--- src/rtl/alu_ctrl_pkg.sv ---
// Shared constants and types for the multi-cycle ALU decoder and its iterative
// multiply/divide unit.
package alu_ctrl_pkg;

  localparam logic [6:0] OpR      = 7'b0110011;
  localparam logic [6:0] OpImm    = 7'b0010011;
  localparam logic [6:0] OpLoad   = 7'b0000011;
  localparam logic [6:0] OpStore  = 7'b0100011;
  localparam logic [6:0] OpJalr   = 7'b1100111;
  localparam logic [6:0] OpJal    = 7'b1101111;
  localparam logic [6:0] OpAuipc  = 7'b0010111;
  localparam logic [6:0] OpLui    = 7'b0110111;
  localparam logic [6:0] OpBranch = 7'b1100011;

  localparam logic [3:0] AluAdd   = 4'd0;
  localparam logic [3:0] AluSub   = 4'd1;
  localparam logic [3:0] AluAnd   = 4'd2;
  localparam logic [3:0] AluOr    = 4'd3;
  localparam logic [3:0] AluXor   = 4'd4;
  localparam logic [3:0] AluSlt   = 4'd5;
  localparam logic [3:0] AluSltu  = 4'd6;
  localparam logic [3:0] AluSll   = 4'd7;
  localparam logic [3:0] AluSrl   = 4'd8;
  localparam logic [3:0] AluSra   = 4'd9;
  localparam logic [3:0] AluPassb = 4'd10;

  typedef enum logic [1:0] {StIdle, StRun, StDone} state_e;

  typedef enum logic [1:0] {MdMul, MdMulhu, MdDivu, MdRemu} md_op_e;

  typedef struct packed {
    logic [3:0] alu;
    logic       illegal;
    logic       is_m;
    md_op_e     md_op;
  } dec_t;

endpackage

--- src/rtl/alu_ctrl_seq_if.sv ---
// Request/response bundle between the main controller and alu_ctrl_seq.
interface alu_ctrl_seq_if #(
  parameter int unsigned XLEN   = 32,
  parameter int unsigned CTRL_W = 4
) ();
  logic              valid_in;
  logic              ready_out;
  logic [6:0]        op;
  logic [2:0]        funct3;
  logic [6:0]        funct7;
  logic [XLEN-1:0]   rs1_val;
  logic [XLEN-1:0]   rs2_val;
  logic              valid_out;
  logic [CTRL_W-1:0] alu_ctrl;
  logic              md_sel;
  logic [XLEN-1:0]   md_result;
  logic              illegal;

  modport master (
    output valid_in, op, funct3, funct7, rs1_val, rs2_val,
    input  ready_out, valid_out, alu_ctrl, md_sel, md_result, illegal
  );

  modport slave (
    input  valid_in, op, funct3, funct7, rs1_val, rs2_val,
    output ready_out, valid_out, alu_ctrl, md_sel, md_result, illegal
  );
endinterface

--- src/rtl/md_iter.sv ---
// Iterative unsigned multiply (shift-add) and restoring divide datapath.
// Loaded by start_i, advanced one bit per step_i; sequencing lives in the parent.
module md_iter
  import alu_ctrl_pkg::*;
#(
  parameter int unsigned XLEN = 32
) (
  input  logic            clk_i,
  input  logic            rst_i,
  input  logic            start_i,
  input  logic            step_i,
  input  md_op_e          op_i,
  input  logic [XLEN-1:0] a_i,
  input  logic [XLEN-1:0] b_i,
  output logic [XLEN-1:0] result_o
);

  logic [XLEN-1:0] hi_q, hi_d, lo_q, lo_d, b_q, b_d, a_q, a_d;
  md_op_e          op_q, op_d;
  logic            dz_q, dz_d;
  logic [XLEN:0]   sum, trial;
  logic            qbit;

  always_comb begin
    hi_d  = hi_q;
    lo_d  = lo_q;
    b_d   = b_q;
    a_d   = a_q;
    op_d  = op_q;
    dz_d  = dz_q;
    sum   = {1'b0, hi_q} + (lo_q[0] ? {1'b0, b_q} : '0);
    trial = {hi_q, lo_q[XLEN-1]};
    qbit  = (trial >= {1'b0, b_q});
    if (start_i) begin
      hi_d = '0;
      lo_d = a_i;
      b_d  = b_i;
      a_d  = a_i;
      op_d = op_i;
      dz_d = (b_i == '0);
    end else if (step_i) begin
      if (op_q == MdMul || op_q == MdMulhu) begin
        // {carry, hi, lo} shifts right one bit per step
        hi_d = sum[XLEN:1];
        lo_d = {sum[0], lo_q[XLEN-1:1]};
      end else begin
        hi_d = qbit ? XLEN'(trial - {1'b0, b_q}) : trial[XLEN-1:0];
        lo_d = {lo_q[XLEN-2:0], qbit};
      end
    end
  end

  // Reflects the pending step so the parent can capture it on the last edge.
  always_comb begin
    result_o = '0;
    case (op_q)
      MdMul:   result_o = lo_d;
      MdMulhu: result_o = hi_d;
      MdDivu:  result_o = dz_q ? '1 : lo_d;
      MdRemu:  result_o = dz_q ? a_q : hi_d;
      default: result_o = '0;
    endcase
  end

  always_ff @(posedge clk_i) begin
    if (rst_i) begin
      hi_q <= '0;
      lo_q <= '0;
      b_q  <= '0;
      a_q  <= '0;
      op_q <= MdMul;
      dz_q <= 1'b0;
    end else begin
      hi_q <= hi_d;
      lo_q <= lo_d;
      b_q  <= b_d;
      a_q  <= a_d;
      op_q <= op_d;
      dz_q <= dz_d;
    end
  end

endmodule

--- src/rtl/alu_ctrl_seq.sv ---
// Registered RV32I ALU-control decoder with an iterative MUL/MULHU/DIVU/REMU path
// and a valid/ready handshake with fixed latency.
module alu_ctrl_seq
  import alu_ctrl_pkg::*;
#(
  parameter int unsigned XLEN   = 32,
  parameter int unsigned CTRL_W = 4
) (
  input logic           clk,
  input logic           rst,
  alu_ctrl_seq_if.slave bus
);

  localparam int unsigned CntW = $clog2(XLEN);

  function automatic dec_t decode(input logic [6:0] op, input logic [2:0] f3,
                                  input logic [6:0] f7);
    dec_t d;
    d.alu     = AluAdd;
    d.illegal = 1'b0;
    d.is_m    = 1'b0;
    d.md_op   = MdMul;
    case (op)
      OpR: begin
        if (f7 == 7'h00) begin
          case (f3)
            3'd0:    d.alu = AluAdd;
            3'd1:    d.alu = AluSll;
            3'd2:    d.alu = AluSlt;
            3'd3:    d.alu = AluSltu;
            3'd4:    d.alu = AluXor;
            3'd5:    d.alu = AluSrl;
            3'd6:    d.alu = AluOr;
            default: d.alu = AluAnd;
          endcase
        end else if (f7 == 7'h20 && f3 == 3'd0) begin
          d.alu = AluSub;
        end else if (f7 == 7'h20 && f3 == 3'd5) begin
          d.alu = AluSra;
        end else if (f7 == 7'h01) begin
          case (f3)
            3'd0: begin d.is_m = 1'b1; d.md_op = MdMul;   end
            3'd3: begin d.is_m = 1'b1; d.md_op = MdMulhu; end
            3'd5: begin d.is_m = 1'b1; d.md_op = MdDivu;  end
            3'd7: begin d.is_m = 1'b1; d.md_op = MdRemu;  end
            default: d.illegal = 1'b1;
          endcase
        end else begin
          d.illegal = 1'b1;
        end
      end
      OpImm: begin
        case (f3)
          3'd0: d.alu = AluAdd;
          3'd1: begin
            if (f7 == 7'h00) d.alu = AluSll;
            else             d.illegal = 1'b1;
          end
          3'd2: d.alu = AluSlt;
          3'd3: d.alu = AluSltu;
          3'd4: d.alu = AluXor;
          3'd5: begin
            if (f7 == 7'h00)      d.alu = AluSrl;
            else if (f7 == 7'h20) d.alu = AluSra;
            else                  d.illegal = 1'b1;
          end
          3'd6:    d.alu = AluOr;
          default: d.alu = AluAnd;
        endcase
      end
      OpLoad, OpStore, OpJalr, OpJal, OpAuipc: d.alu = AluAdd;
      OpLui: d.alu = AluPassb;
      OpBranch: begin
        case (f3)
          3'd0, 3'd1: d.alu = AluSub;
          3'd4, 3'd5: d.alu = AluSlt;
          3'd6, 3'd7: d.alu = AluSltu;
          default:    d.illegal = 1'b1;
        endcase
      end
      default: d.illegal = 1'b1;
    endcase
    return d;
  endfunction

  state_e            state_q, state_d;
  logic [CntW-1:0]   cnt_q, cnt_d;
  logic              ready_q, ready_d, valid_q, valid_d;
  logic [CTRL_W-1:0] alu_q, alu_d;
  logic              md_sel_q, md_sel_d, illegal_q, illegal_d;
  logic [XLEN-1:0]   md_res_q, md_res_d, md_res_next;
  dec_t              dec;
  logic              accept;

  assign dec    = decode(bus.op, bus.funct3, bus.funct7);
  assign accept = (state_q == StIdle) && bus.valid_in;

  md_iter #(
    .XLEN(XLEN)
  ) u_md_iter (
    .clk_i    (clk),
    .rst_i    (rst),
    .start_i  (accept && dec.is_m),
    .step_i   (state_q == StRun),
    .op_i     (dec.md_op),
    .a_i      (bus.rs1_val),
    .b_i      (bus.rs2_val),
    .result_o (md_res_next)
  );

  always_comb begin
    state_d   = state_q;
    cnt_d     = cnt_q;
    alu_d     = alu_q;
    md_sel_d  = md_sel_q;
    illegal_d = illegal_q;
    md_res_d  = md_res_q;
    case (state_q)
      StIdle: begin
        if (bus.valid_in) begin
          alu_d     = dec.is_m ? CTRL_W'(AluAdd) : CTRL_W'(dec.alu);
          illegal_d = dec.illegal;
          md_sel_d  = dec.is_m;
          md_res_d  = '0;
          if (dec.is_m) begin
            state_d = StRun;
            cnt_d   = CntW'(XLEN - 1);
          end else begin
            state_d = StDone;
          end
        end
      end
      StRun: begin
        if (cnt_q == '0) begin
          state_d  = StDone;
          md_res_d = md_res_next;
        end else begin
          cnt_d = cnt_q - 1'b1;
        end
      end
      StDone:  state_d = StIdle;
      default: state_d = StIdle;
    endcase
    ready_d = (state_d == StIdle);
    valid_d = (state_d == StDone);
  end

  always_ff @(posedge clk) begin
    if (rst) begin
      state_q   <= StIdle;
      cnt_q     <= '0;
      ready_q   <= 1'b1;
      valid_q   <= 1'b0;
      alu_q     <= '0;
      md_sel_q  <= 1'b0;
      illegal_q <= 1'b0;
      md_res_q  <= '0;
    end else begin
      state_q   <= state_d;
      cnt_q     <= cnt_d;
      ready_q   <= ready_d;
      valid_q   <= valid_d;
      alu_q     <= alu_d;
      md_sel_q  <= md_sel_d;
      illegal_q <= illegal_d;
      md_res_q  <= md_res_d;
    end
  end

  assign bus.ready_out = ready_q;
  assign bus.valid_out = valid_q;
  assign bus.alu_ctrl  = alu_q;
  assign bus.md_sel    = md_sel_q;
  assign bus.illegal   = illegal_q;
  assign bus.md_result = md_res_q;

endmodule

--- src/flat_wrapper.sv ---
// flat-port wrapper written by rule: the top's interface ports become plain ports
module alu_ctrl_seq_flat import alu_ctrl_pkg::*;
#(
  parameter int unsigned XLEN   = 32,
  parameter int unsigned CTRL_W = 4
)
  (clk, rst, bus_valid_in, bus_op, bus_funct3, bus_funct7, bus_rs1_val, bus_rs2_val, bus_ready_out, bus_valid_out, bus_alu_ctrl, bus_md_sel, bus_md_result, bus_illegal);
  alu_ctrl_seq_if #(.XLEN(XLEN), .CTRL_W(CTRL_W)) bus_i ();
  input logic clk;
  input logic rst;
  input wire logic [$bits(bus_i.valid_in)-1:0] bus_valid_in;
  input wire logic [$bits(bus_i.op)-1:0] bus_op;
  input wire logic [$bits(bus_i.funct3)-1:0] bus_funct3;
  input wire logic [$bits(bus_i.funct7)-1:0] bus_funct7;
  input wire logic [$bits(bus_i.rs1_val)-1:0] bus_rs1_val;
  input wire logic [$bits(bus_i.rs2_val)-1:0] bus_rs2_val;
  output wire logic [$bits(bus_i.ready_out)-1:0] bus_ready_out;
  output wire logic [$bits(bus_i.valid_out)-1:0] bus_valid_out;
  output wire logic [$bits(bus_i.alu_ctrl)-1:0] bus_alu_ctrl;
  output wire logic [$bits(bus_i.md_sel)-1:0] bus_md_sel;
  output wire logic [$bits(bus_i.md_result)-1:0] bus_md_result;
  output wire logic [$bits(bus_i.illegal)-1:0] bus_illegal;
  assign bus_i.valid_in = bus_valid_in;
  assign bus_i.op = bus_op;
  assign bus_i.funct3 = bus_funct3;
  assign bus_i.funct7 = bus_funct7;
  assign bus_i.rs1_val = bus_rs1_val;
  assign bus_i.rs2_val = bus_rs2_val;
  assign bus_ready_out = bus_i.ready_out;
  assign bus_valid_out = bus_i.valid_out;
  assign bus_alu_ctrl = bus_i.alu_ctrl;
  assign bus_md_sel = bus_i.md_sel;
  assign bus_md_result = bus_i.md_result;
  assign bus_illegal = bus_i.illegal;
  alu_ctrl_seq #(.XLEN(XLEN), .CTRL_W(CTRL_W)) u_core (.clk(clk), .rst(rst), .bus(bus_i));
endmodule
--- config.mk ---
export PLATFORM = sky130hd
export DESIGN_NAME = alu_ctrl_seq_flat
export DESIGN_NICKNAME = d
export VERILOG_FILES = /design/src/rtl/alu_ctrl_pkg.sv /design/src/rtl/alu_ctrl_seq_if.sv /design/src/rtl/md_iter.sv /design/src/rtl/alu_ctrl_seq.sv /design/src/flat_wrapper.sv
export SDC_FILE = /design/constraint.sdc
export NUM_CORES = 1
export LEC_CHECK = 0
export CORE_UTILIZATION = 35
export CTS_CLUSTER_DIAMETER = 120
export DETAILED_ROUTE_END_ITERATION = 10
export PLACE_DENSITY = 0.6
export SYNTH_ARGS = -nofsm -noshare
export SYNTH_HDL_FRONTEND = slang
export SYNTH_SLANG_ARGS = --single-unit
--- constraint.sdc ---
create_clock -name clk -period 5.1 [get_ports clk]
set_input_delay 1.02 -clock clk [delete_from_list [all_inputs] [get_ports clk]]
set_output_delay 1.02 -clock clk [all_outputs]
set_load 0.01 [all_outputs]
==> impl_metrics.py <==
metrics = {
    "pwr": {
        "vdd_ir_drop_max_v": 0.000224,
        "power_density_nw_per_um2": 192,
        "power.static_leakage_nw": 5.73,
    },
    "logic_synthesis": {
        "synth_enable_flop_cells": 0,
        "synth_fp_nets": 1959,
        "avgSynthCellArea_um2": 7.23,
        "post_synth_num_cell_types": 81,
        "most_repeated_cell_in_the_gate_level_netlist_after_synthesis": "sky130_fd_sc_hd__nand2_1",
        "proportion_of_synthesized_flip_flops_having_asynchronous_set_or_reset": 0,
        "ys_dominant_reg_cell": "sky130_fd_sc_hd__dfxtp_1",
        "synthTopCellsByArea": "sky130_fd_sc_hd__dfxtp_1 (27%), sky130_fd_sc_hd__a21oi_1 (8.5%), sky130_fd_sc_hd__nand2_1 (7.3%), sky130_fd_sc_hd__ha_1 (6.2%), sky130_fd_sc_hd__nor2_1 (4.9%)",
        "compound_cell_area_share_of_the_yosys_netlist": 0.307,
        "synth.ff_latch_count": 178,
        "synth_cells": 1808,
        "synth-adder-area-share": 0.0653,
        "synth.cell_area_um2": 13100,
        "synth_xor_area_frac": 0.0315,
        "cell_type_contributing_the_most_total_cell_area_after_synthesis": "sky130_fd_sc_hd__dfxtp_1",
        "yosys.area.top_type_share": 0.273,
        "synth_top_family_by_area": "compound AO/OA/AOI/OAI gates",
        "yosysWarnings": 0,
        "synthTopCellsByCount": "sky130_fd_sc_hd__nand2_1 (254), sky130_fd_sc_hd__a21oi_1 (223), sky130_fd_sc_hd__dfxtp_1 (178)",
        "yosys-mux-area-fraction": 0.0398,
        "simple_gate_share_of_the_synthesized_area": 0.230,
        "synth_sequential_area_ratio": 0.273,
    },
    "clock_tree": {
        "worstSkewPairLatency_ns": 0.47,
        "cts_setup_buffers": 0,
        "clkSlewWorstSetupHoldPaths_ns": 0.08,
        "cts_htree_levels": 4,
        "post_cts.resized_instances": 0,
        "clock_tree.buffer_depth": 2,
        "cts_made_buffers": 17,
        "cts_hold_repair.buffers": 0,
        "cts-root-buf": "sky130_fd_sc_hd__clkbuf_16",
        "cts.sinks": 178,
        "cts_tree": "built",
    },
    "grt": {
        "vias_in_the_first_global_route": 13000,
        "grt_antenna_before_repair": 0,
        "global_route.usage.total": 0.256,
        "largest_net_degree_at_the_start_of_global_routing": 74,
        "global_route_wire_length_before_repair_mm": 76.0,
        "gr-total-overflow": 0,
    },
    "floorplan": {
        "die_area_um2": 38100,
        "placement_rows": 70,
        "number_of_placed_i_o_pins": 124,
        "die_width_um": 195,
        "placeableCoreArea_um2": 36700,
        "initial_utilization": 0.356,
        "fp.dieH_um": 195,
    },
    "route": {
        "finalWirelength_mm": 49.2,
        "vias": 13900,
        "wire_length_per_cell_after_detailed_routing_um": 21.0,
        "detail_route.vias_per_cell": 5.94,
        "drt_pass1_iterations": 6,
        "drt_drc_violations_left": 0,
        "ant_nets": 0,
        "dr.first_iter.drc_count": 1220,
    },
    "critical_path": {
        "worst-setup-path-type": "reg -> reg",
        "cp.arrival_ns": 4.53,
        "start_kind": "flop",
        "crit_fanout": 19,
        "end_kind": "flop",
        "critical_path_required_ns": 5.51,
    },
    "cells_and_area": {
        "finalNonFillerCells": 2345,
        "area_growth_pct": 17.1,
        "drive_gt1_frac": 0.0538,
        "nets": 2015,
        "antenna-diode-count": 0,
    },
    "sta": {
        "slew-limit-headroom": 0.221,
        "setup-tns-final_ns": 0,
        "tightest_slew_ns": 1.16,
        "fin_crit_ns": 4.12,
        "final.setup.worst_slack_ns": 0.982,
        "final_min_period_over_clock_period": 0.808,
        "achievable-frequency_mhz": 243,
        "finalClockSkew_ns": 0.0169,
        "grt_setup_unrepaired": "false",
        "hold_violations": 0,
        "finalSetupViolations": 0,
        "slew_viol_final": 0,
        "fin_worst_hold_slack_ns": 0.457,
    },
    "placement": {
        "port_buffers": 123,
        "placed_instances": 2313,
        "gp_routability_congestion": 0.950,
        "half_perimeter_wire_length_after_placement_mm": 37.0,
        "dp_worst_setup_slack_ns": 0.836,
    },
    "job": {
        "timing.max_cap.violations": 0,
    },
    "hold_path": {
        "worst_hold_path_type": "reg -> reg",
    },
    "status": {
        "run_status": "finished clean",
    },
}
==> path summary, 6_finish.rpt <==
path	startpoint	end	slack, ns	cells after the start
setup reg to reg	u_core.u_md_iter.hi_q[19]	u_core.bus.md_result[1]	0.98	10
hold / removal	u_core.u_md_iter.a_q[2]	u_core.u_md_iter.a_q[2]	0.46	2
hold reg to reg	u_core.u_md_iter.a_q[2]	u_core.u_md_iter.a_q[2]	0.46	2
setup / recovery	u_core.u_md_iter.hi_q[19]	u_core.bus.md_result[1]	0.98	10
==> where the power goes <==
| group | total [mW] | leakage (nW) | internal, mW | switching (mW) |
|---|---|---|---|---|
| logic | 0.151 | 4.00 | 0.0753 | 0.0758 |
| registers | 1.39 | 1.44 | 1.39 | 0.00215 |
| clock network | 1.40 | 0.294 | 0.721 | 0.679 |
| total | 2.94 | 5.73 | 2.19 | 0.756 |
==> cells in the final DEF (no fill, tap or decap), types with 19 or more instances in the layout <==
| cell | synthesis | routed |
|---|---|---|
| sky130_fd_sc_hd__a211oi_1 | 49 | 49 |
| sky130_fd_sc_hd__a21o_1 | 40 | 40 |
| sky130_fd_sc_hd__a21oi_1 | 223 | 223 |
| sky130_fd_sc_hd__a31oi_1 | 19 | 19 |
| sky130_fd_sc_hd__and2_1 | 40 | 40 |
| sky130_fd_sc_hd__buf_4 | 1 | 33 |
| sky130_fd_sc_hd__clkdlybuf4s50_1 | 0 | 122 |
| sky130_fd_sc_hd__dfxtp_1 | 178 | 176 |
| sky130_fd_sc_hd__ha_1 | 65 | 65 |
| sky130_fd_sc_hd__inv_1 | 60 | 60 |
| sky130_fd_sc_hd__mux2i_1 | 43 | 43 |
| sky130_fd_sc_hd__nand2_1 | 254 | 254 |
| sky130_fd_sc_hd__nand3_1 | 40 | 39 |
| sky130_fd_sc_hd__nand4_1 | 23 | 23 |
| sky130_fd_sc_hd__nor2_1 | 171 | 171 |
| sky130_fd_sc_hd__nor3_1 | 38 | 37 |
| sky130_fd_sc_hd__o21ai_0 | 93 | 93 |
| sky130_fd_sc_hd__o21ai_1 | 21 | 21 |
| sky130_fd_sc_hd__xor2_1 | 30 | 30 |
==> worst max-delay path: stages, from the launching register on <==
cell and delay (ns):
sky130_fd_sc_hd__dfxtp_1 0.48, sky130_fd_sc_hd__ha_1 0.37, sky130_fd_sc_hd__a21oi_1 0.22, sky130_fd_sc_hd__o21ai_1 0.13, sky130_fd_sc_hd__a211oi_1 0.33, sky130_fd_sc_hd__o31ai_1 0.16, sky130_fd_sc_hd__o31a_1 0.48, sky130_fd_sc_hd__nor2_2 0.95
sky130_fd_sc_hd__mux2i_1 0.31, sky130_fd_sc_hd__a2111oi_0 0.47, sky130_fd_sc_hd__a211o_1 0.15
==> cell type report <==
type	instances	area (um2)
clock buffers	19	453
clock inverters	13	143
fillers	3768	21400
inverters	61	229
multi-input cells	1450	8830
flip-flops and latches	178	3570
well taps	468	586
repair buffers	156	1490
==> through the flow <==
| stage | power [mW] | util | area [um2] |
|---|---|---|---|
| after global placement | 1.58 | 0.401 | 14700 |
| after CTS | 2.96 | 0.417 | 15300 |
| after floorplan | 1.47 | - | 13100 |
| after global routing | 3.03 | 0.417 | 15300 |
| final | 2.94 | 0.417 | 15300 |
| after detailed placement | 1.58 | 0.401 | 14700 |
==> cells by family (layout without fill, tap and decap cells) <==
kind of cell,count (synthesis),after routing
adders and majority gates,67,67
buffers and inverters,180,249
and+or+nand+nor,658,658
xor gates and xnor gates,47,47
AOI/OAI and AO/OA,627,627
DFF,178,178
muxes,51,51
==> sequential cells by signal, indices dropped and copies added (netlist names), 2 cells and up <==
register,cells
u_core.bus.alu_ctrl,4
u_core.u_md_iter.a_q,32
u_core.cnt_q,5
u_core.u_md_iter.lo_q,32
u_core.u_md_iter.op_q,2
u_core.state_q,2
u_core.u_md_iter.hi_q,32
u_core.bus.md_result,32
u_core.u_md_iter.b_q,32
==> routing by layer <==
layer / track usage / vias up / wire length (um)
met5: 0 / - / 0
met4: 0.0843 / 0 / 1130
met3: 0.0292 / 70 / 2720
met2: 0.435 / 497 / 23700
met1: 0.335 / 6679 / 21600
li1: - / 6679 / -
Power figures use the tool's default switching activity.
==> RTL edit 1 (same flow settings) <==
`CTRL_W` is set to 4 in 3 places; all go to 3.
--- a/src/rtl/alu_ctrl_seq_if.sv
+++ b/src/rtl/alu_ctrl_seq_if.sv
@@ -1,7 +1,7 @@
 // Request/response bundle between the main controller and alu_ctrl_seq.
 interface alu_ctrl_seq_if #(
   parameter int unsigned XLEN   = 32,
-  parameter int unsigned CTRL_W = 4
+  parameter int unsigned CTRL_W = 3
 ) ();
   logic              valid_in;
   logic              ready_out;
--- a/src/rtl/alu_ctrl_seq.sv
+++ b/src/rtl/alu_ctrl_seq.sv
@@ -4,7 +4,7 @@
   import alu_ctrl_pkg::*;
 #(
   parameter int unsigned XLEN   = 32,
-  parameter int unsigned CTRL_W = 4
+  parameter int unsigned CTRL_W = 3
 ) (
   input logic           clk,
   input logic           rst,
--- a/src/flat_wrapper.sv
+++ b/src/flat_wrapper.sv
@@ -2,7 +2,7 @@
 module alu_ctrl_seq_flat import alu_ctrl_pkg::*;
 #(
   parameter int unsigned XLEN   = 32,
-  parameter int unsigned CTRL_W = 4
+  parameter int unsigned CTRL_W = 3
 )
   (clk, rst, bus_valid_in, bus_op, bus_funct3, bus_funct7, bus_rs1_val, bus_rs2_val, bus_ready_out, bus_valid_out, bus_alu_ctrl, bus_md_sel, bus_md_result, bus_illegal);
   alu_ctrl_seq_if #(.XLEN(XLEN), .CTRL_W(CTRL_W)) bus_i ();
Ports: changed (resized bus_alu_ctrl); port bits go from 124 to 123. The function was not compared with the original's and may differ.
==> RTL edit 1 against the unedited design <==
Design area decreased by 1.9%; power grew 0.96%; worst setup slack better by 0.050 ns; sequential cell count fell by 1; routed wire length down 2.2%; synthesized area fell by 1.7%; fmax grew 1.2%.
==> RTL edit 1: results (changes against the unedited design) <==
Run status
  • Status: completed (unchanged)

Final layout
  • Seq area share: 0.236 (was 0.233)
  • Fraction of layout cells with a size suffix above 1: 0.0490 (was 0.0538)
  • Fillcell total: 3,701 (was 3,768)
  • Clock buf/inv share: 0.0414 (was 0.0389)
  • Non-clock buffers: 153 (was 156)
  • Inverters: 59 (was 61)
  • Footprint of the multi-input gates: 8590 sq um (was 8830 sq um)
  • Layout Nets: 1,994 (was 2,015)
  • CLK BUF: 19 (unchanged)
  • Layout non-clock buf frac: 0.0967 (was 0.0973)

Route
  • Drt wl/cell: 20.8 um (was 21.0 um)
  • Initial drt markers: 1,466 (was 1,220)
  • Drt pass-1 iters: 6 (unchanged)
  • Number of vias per cell: 5.94 (about the same)

Power
  • Cell Int Power: 0.00223 W (was 0.00219 W)
  • VDD IR max: 0.186 mV (was 0.224 mV)
  • Leak: 5.50 nW (was 5.73 nW)
  • Clock group: 0.00144 W (was 0.00140 W)
  • PwrDens: 198 nW/um^2 (was 192 nW/um^2)

Yosys
  • Register area share after synthesis: 0.276 (was 0.273)
  • Post-synthesis xor/xnor area fraction: 0.0361 (was 0.0315)
  • Post-synthesis mux area share: 0.0357 (was 0.0398)
  • Compound-cell area share of the yosys netlist: 0.291 (was 0.307)
  • Synth Net Count: 1,947 (was 1,959)
  • Post-Synth Adder-Cell Area: 0.0664 (was 0.0653)
  • Synth top cells by count: nand2_1 (270), a21oi_1 (229), nor2_1 (193) (was nand2_1 (254), a21oi_1 (223), dfxtp_1 (178))
  • Synth cell types: 79 (was 81)

STA
  • Rel. slew slack: 0.334 (was 0.221)
  • Clk_skew: 0.0145 ns (was 0.0169 ns)

Critical path
  • Crit path DAT: 4.41 ns (was 4.53 ns)
  • Max incr delay on CP: 0.80 ns (was 0.95 ns)
  • Max FO, Critical Path: 22 (was 19)
  • Worst reg-to-reg setup slack: 1.03 ns (was 0.98 ns)

GRT
  • Vias in the first global route: 12,505 (was 13,006)

Place
  • DP HPWL: 36.1 mm (was 37.0 mm)
  • Port Buffers: 122 (was 123)
  • Placed cell area: 14,400 sq um (was 14,700 sq um)
  • Routability congestion estimate from global placement: 0.918 (was 0.950)

Clock tree
  • Deepest clock path buffer count: 2 (unchanged)
RTL edit 1: cell types whose count changed after synthesis, sizes merged, moves of 7 or more:
cell   change
nor2      +21
xor2       -9
nand3      -7
a21o      -19
o21ai      -7
nand2     +16
xnor2     +15
RTL edit 1: path summary, 6_finish.rpt:
path | start | end | depth (start not counted)
worst max register to register | u_core.u_md_iter.b_q[30] | u_core.bus.md_result[7] | 12
worst max-delay path | u_core.u_md_iter.b_q[30] | u_core.bus.md_result[7] | 12
worst min-delay path | u_core.bus.md_result[4] | u_core.bus.md_result[4] | 2
worst min register to register | u_core.bus.md_result[4] | u_core.bus.md_result[4] | 2
RTL edit 1: layer usage:
layer	GRT usage	vias up	share of wire
met3	0.0357	68	0.075
met1	0.365	6570	0.47
li1	-	6531	-
met2	0.385	590	0.43
met5	0	-	0
met4	0.0711	0	0.023
RTL edit 1: metrics by stage:
step | instances | util | worst slack, ns | hold slack, ns
6_report | 2317 | 0.419 | 1.03 | 0.452
5_1_grt | 2317 | 0.419 | 0.728 | 0.471
4_1_cts | 2317 | 0.419 | 1.06 | 0.456
3_5_place_dp | 2285 | 0.402 | 0.774 | 0.440
3_3_place_gp | 2285 | 0.402 | 0.873 | 0.436
2_1_floorplan | 1796 | - | 1.99 | 0.429
RTL edit 1: worst max-delay path: cells and delay by family, from the launching register on:
| family | cells | cell delay (ns) |
|---|---|---|
| AND/OR/NAND/NOR | 3 | 1.11 |
| adder cells (fa/ha/maj) | 1 | 0.36 |
| AO/OA/AOI/OAI | 7 | 2.04 |
| flip-flops | 1 | 0.38 |
| buffers and inverters | 1 | 0.06 |
==> RTL edit 2 (config.mk and constraints unchanged) <==
Without the edit above. Make the reset (`rst` and `rst_i`) asynchronous in 2 clocked blocks.
--- a/src/rtl/md_iter.sv
+++ b/src/rtl/md_iter.sv
@@ -62,7 +62,7 @@
     endcase
   end
 
-  always_ff @(posedge clk_i) begin
+  always_ff @(posedge clk_i or posedge rst_i) begin
     if (rst_i) begin
       hi_q <= '0;
       lo_q <= '0;
--- a/src/rtl/alu_ctrl_seq.sv
+++ b/src/rtl/alu_ctrl_seq.sv
@@ -145,7 +145,7 @@
     valid_d = (state_d == StDone);
   end
 
-  always_ff @(posedge clk) begin
+  always_ff @(posedge clk or posedge rst) begin
     if (rst) begin
       state_q   <= StIdle;
       cnt_q     <= '0;
Formal check against the unedited RTL: differs if rst is asserted again (counterexample within 4 cycles, from zero or initial values and one cycle with rst high); with rst held inactive, the same outputs for 4 cycles.
==> RTL edit 2 against the unedited design <==
Synthesized area up 3.9%; power up 0.79%; routed wire length up 1.3%; first-iteration DRC count down 11%; synthesized cell count down 4.9%; utilization down 0.18 points; largest cell class unchanged; sequential cell count unchanged; design area up 2.9%; via count down 2.7%; worst setup slack worse by 0.093 ns.
==> RTL edit 2: results (changes against the unedited design) <==
Route
  • Vias: 13,548 (was 13,925)
  • Drt pass-1 iters: 5 (was 6)
  • Drt wl/cell: 21.6 um (was 21.0 um)
  • Initial drt markers: 1,083 (was 1,220)

Min path
  • HP Class: reg -> reg (unchanged)

Critical path
  • Req. time, crit path: 5.44 ns (was 5.51 ns)
  • Max FO, Critical Path: 34 (was 19)

Place
  • Routability congestion estimate from global placement: 0.936 (was 0.950)
  • DP HPWL: 36.6 mm (was 37.0 mm)
  • Pre-CTS setup slack: 0.693 ns (was 0.836 ns)
  • Port Buffers: 123 (unchanged)

Power
  • Cell Int Power: 0.00221 W (was 0.00219 W)
  • Leak: 6.84 nW (was 5.73 nW)
  • VDD IR max: 0.213 mV (was 0.224 mV)

Yosys
  • Synth cell types: 94 (was 81)
  • Async set-or-reset flop fraction in the synthesized netlist: 1.00 (was 0)
  • Register area share after synthesis: 0.328 (was 0.273)
  • Synth top cells by count: nand2_1 (267), dfrtp_1 (177), nor2_1 (155) (was nand2_1 (254), a21oi_1 (223), dfxtp_1 (178))
  • Synth area leaders: dfrtp_1 (33%), nand2_1 (7.4%), ha_1 (6.0%) (was dfxtp_1 (27%), a21oi_1 (8.5%), nand2_1 (7.3%))
  • Synth Net Count: 1,870 (was 1,959)
  • Dominant synthesized flop cell: dfrtp_1 (was dfxtp_1)
  • Yosys warning count: 0 (unchanged)

Final layout
  • Antenna diode count: 0 (unchanged)
  • Fraction of layout cells with a size suffix above 1: 0.0580 (was 0.0538)

Clock tree
  • Clk slew on worst S/H paths: 0.08 ns (about the same)
  • H-tree depth: 4 (unchanged)
  • Post-CTS Setup Inserts: 0 (unchanged)
  • Total CTS buffers: 17 (unchanged)
  • Root buffer cell: clkbuf_16 (unchanged)
  • Post-cts gate resize count: 0 (unchanged)
  • Insertion delay of the later-clocked pin in the worst-skew pair: 0.47 ns (about the same)
  • Deepest clock path buffer count: 2 (unchanged)

GRT
  • GR Layer Usage met2: 0.433 (was 0.435)
  • Initial antenna violation count: 0 (unchanged)
  • Global route overflow: 0 (unchanged)
  • Tot GR Track Use: 0.256 (about the same)
  • Vias in the first global route: 13,134 (was 13,006)
  • Met3 GRT Util: 0.0393 (was 0.0292)
  • Pin count of the biggest net entering global routing: 102 (was 74)
  • First-pass GRT wire length: 76.5 mm (was 76.0 mm)
  • Met1 usage: 0.322 (was 0.335)

STA
  • Sum Neg Setup Slack: 0 ns (unchanged)
  • Slew at the pin closest to its max-slew limit: 1.10 ns (was 1.16 ns)
  • Clk_skew: 0.0131 ns (was 0.0169 ns)

Run status
  • Status: completed (unchanged)
RTL edit 2: critical path: stages (launching register included):
cell and delay, ns:
dfrtp_1 1.07, nand2_1 0.23, inv_1 0.10, ha_1 0.12, a21oi_1 0.09, o211ai_1 0.19, o211ai_1 0.25, o211ai_1 0.41
nand4_1 0.32, o21ai_0 0.37, a31oi_1 0.15, xnor2_1 0.26, nor2_1 0.11, o41ai_1 0.40
RTL edit 2: kinds of logic after synthesis:
kind of cell	share of synthesized area
muxes	0.0343
xor gates and xnor gates	0.0336
AOI/OAI and AO/OA	0.263
adders and majority gates	0.0629
DFF	0.328
buffers and inverters	0.0566
and+or+nand+nor	0.222
RTL edit 2: power by group through the flow:
stage	Clock [W]	Sequential (W)	Combinational [W]
detailed placement	0	0.00145	0.000179
finish	0.00137	0.00142	0.000178
global route	0.00144	0.00142	0.000194
global placement	0	0.00145	0.000177
floorplan	0	0.00145	0.0000689
CTS	0.00139	0.00142	0.000180
RTL edit 2: final cells by class:
class	count	area [sq um]
inverters	67	255
fillers	3874	22200
flip-flops and latches	178	4460
multi-input cells	1370	8370
clock inverters	11	119
repair buffers	147	1440
clock buffers	21	460
well taps	511	639
RTL edit 2: worst paths after layout:
check                                         start                       end  slack, ns  cells past startpoint
max                        u_core.u_md_iter.lo_q[0]  u_core.bus.md_result[26]       0.89                     13
min                         u_core.u_md_iter.a_q[9]   u_core.u_md_iter.a_q[9]       0.48                      2
max reg2reg                u_core.u_md_iter.lo_q[0]  u_core.bus.md_result[26]       0.89                     13
min reg2reg                 u_core.u_md_iter.a_q[9]   u_core.u_md_iter.a_q[9]       0.48                      2
max in group asynchronous                       rst  u_core.u_md_iter.b_q[27]       2.98                      3
min in group asynchronous                       rst   u_core.u_md_iter.a_q[4]       0.90                      2
RTL edit 2: routing by layer:
| layer | vias up | part of all wire |
|---|---|---|
| met1 | 6585 | 0.42 |
| li1 | 6315 | - |
| met5 | - | 0 |
| met2 | 544 | 0.48 |
| met3 | 104 | 0.063 |
| met4 | 0 | 0.040 |
RTL edit 2: metrics by stage:
| stage | total power, W | hold slack, ns | instance area [sq um] | cells |
|---|---|---|---|---|
| after global routing | 0.00305 | 0.497 | 15700 | 2305 |
| after global placement | 0.00162 | 0.457 | 15200 | 2273 |
| after CTS | 0.00299 | 0.481 | 15700 | 2305 |
| after floorplan | 0.00151 | 0.439 | 13600 | 1719 |
| after detailed placement | 0.00162 | 0.462 | 15200 | 2273 |
| final | 0.00297 | 0.483 | 15700 | 2305 |
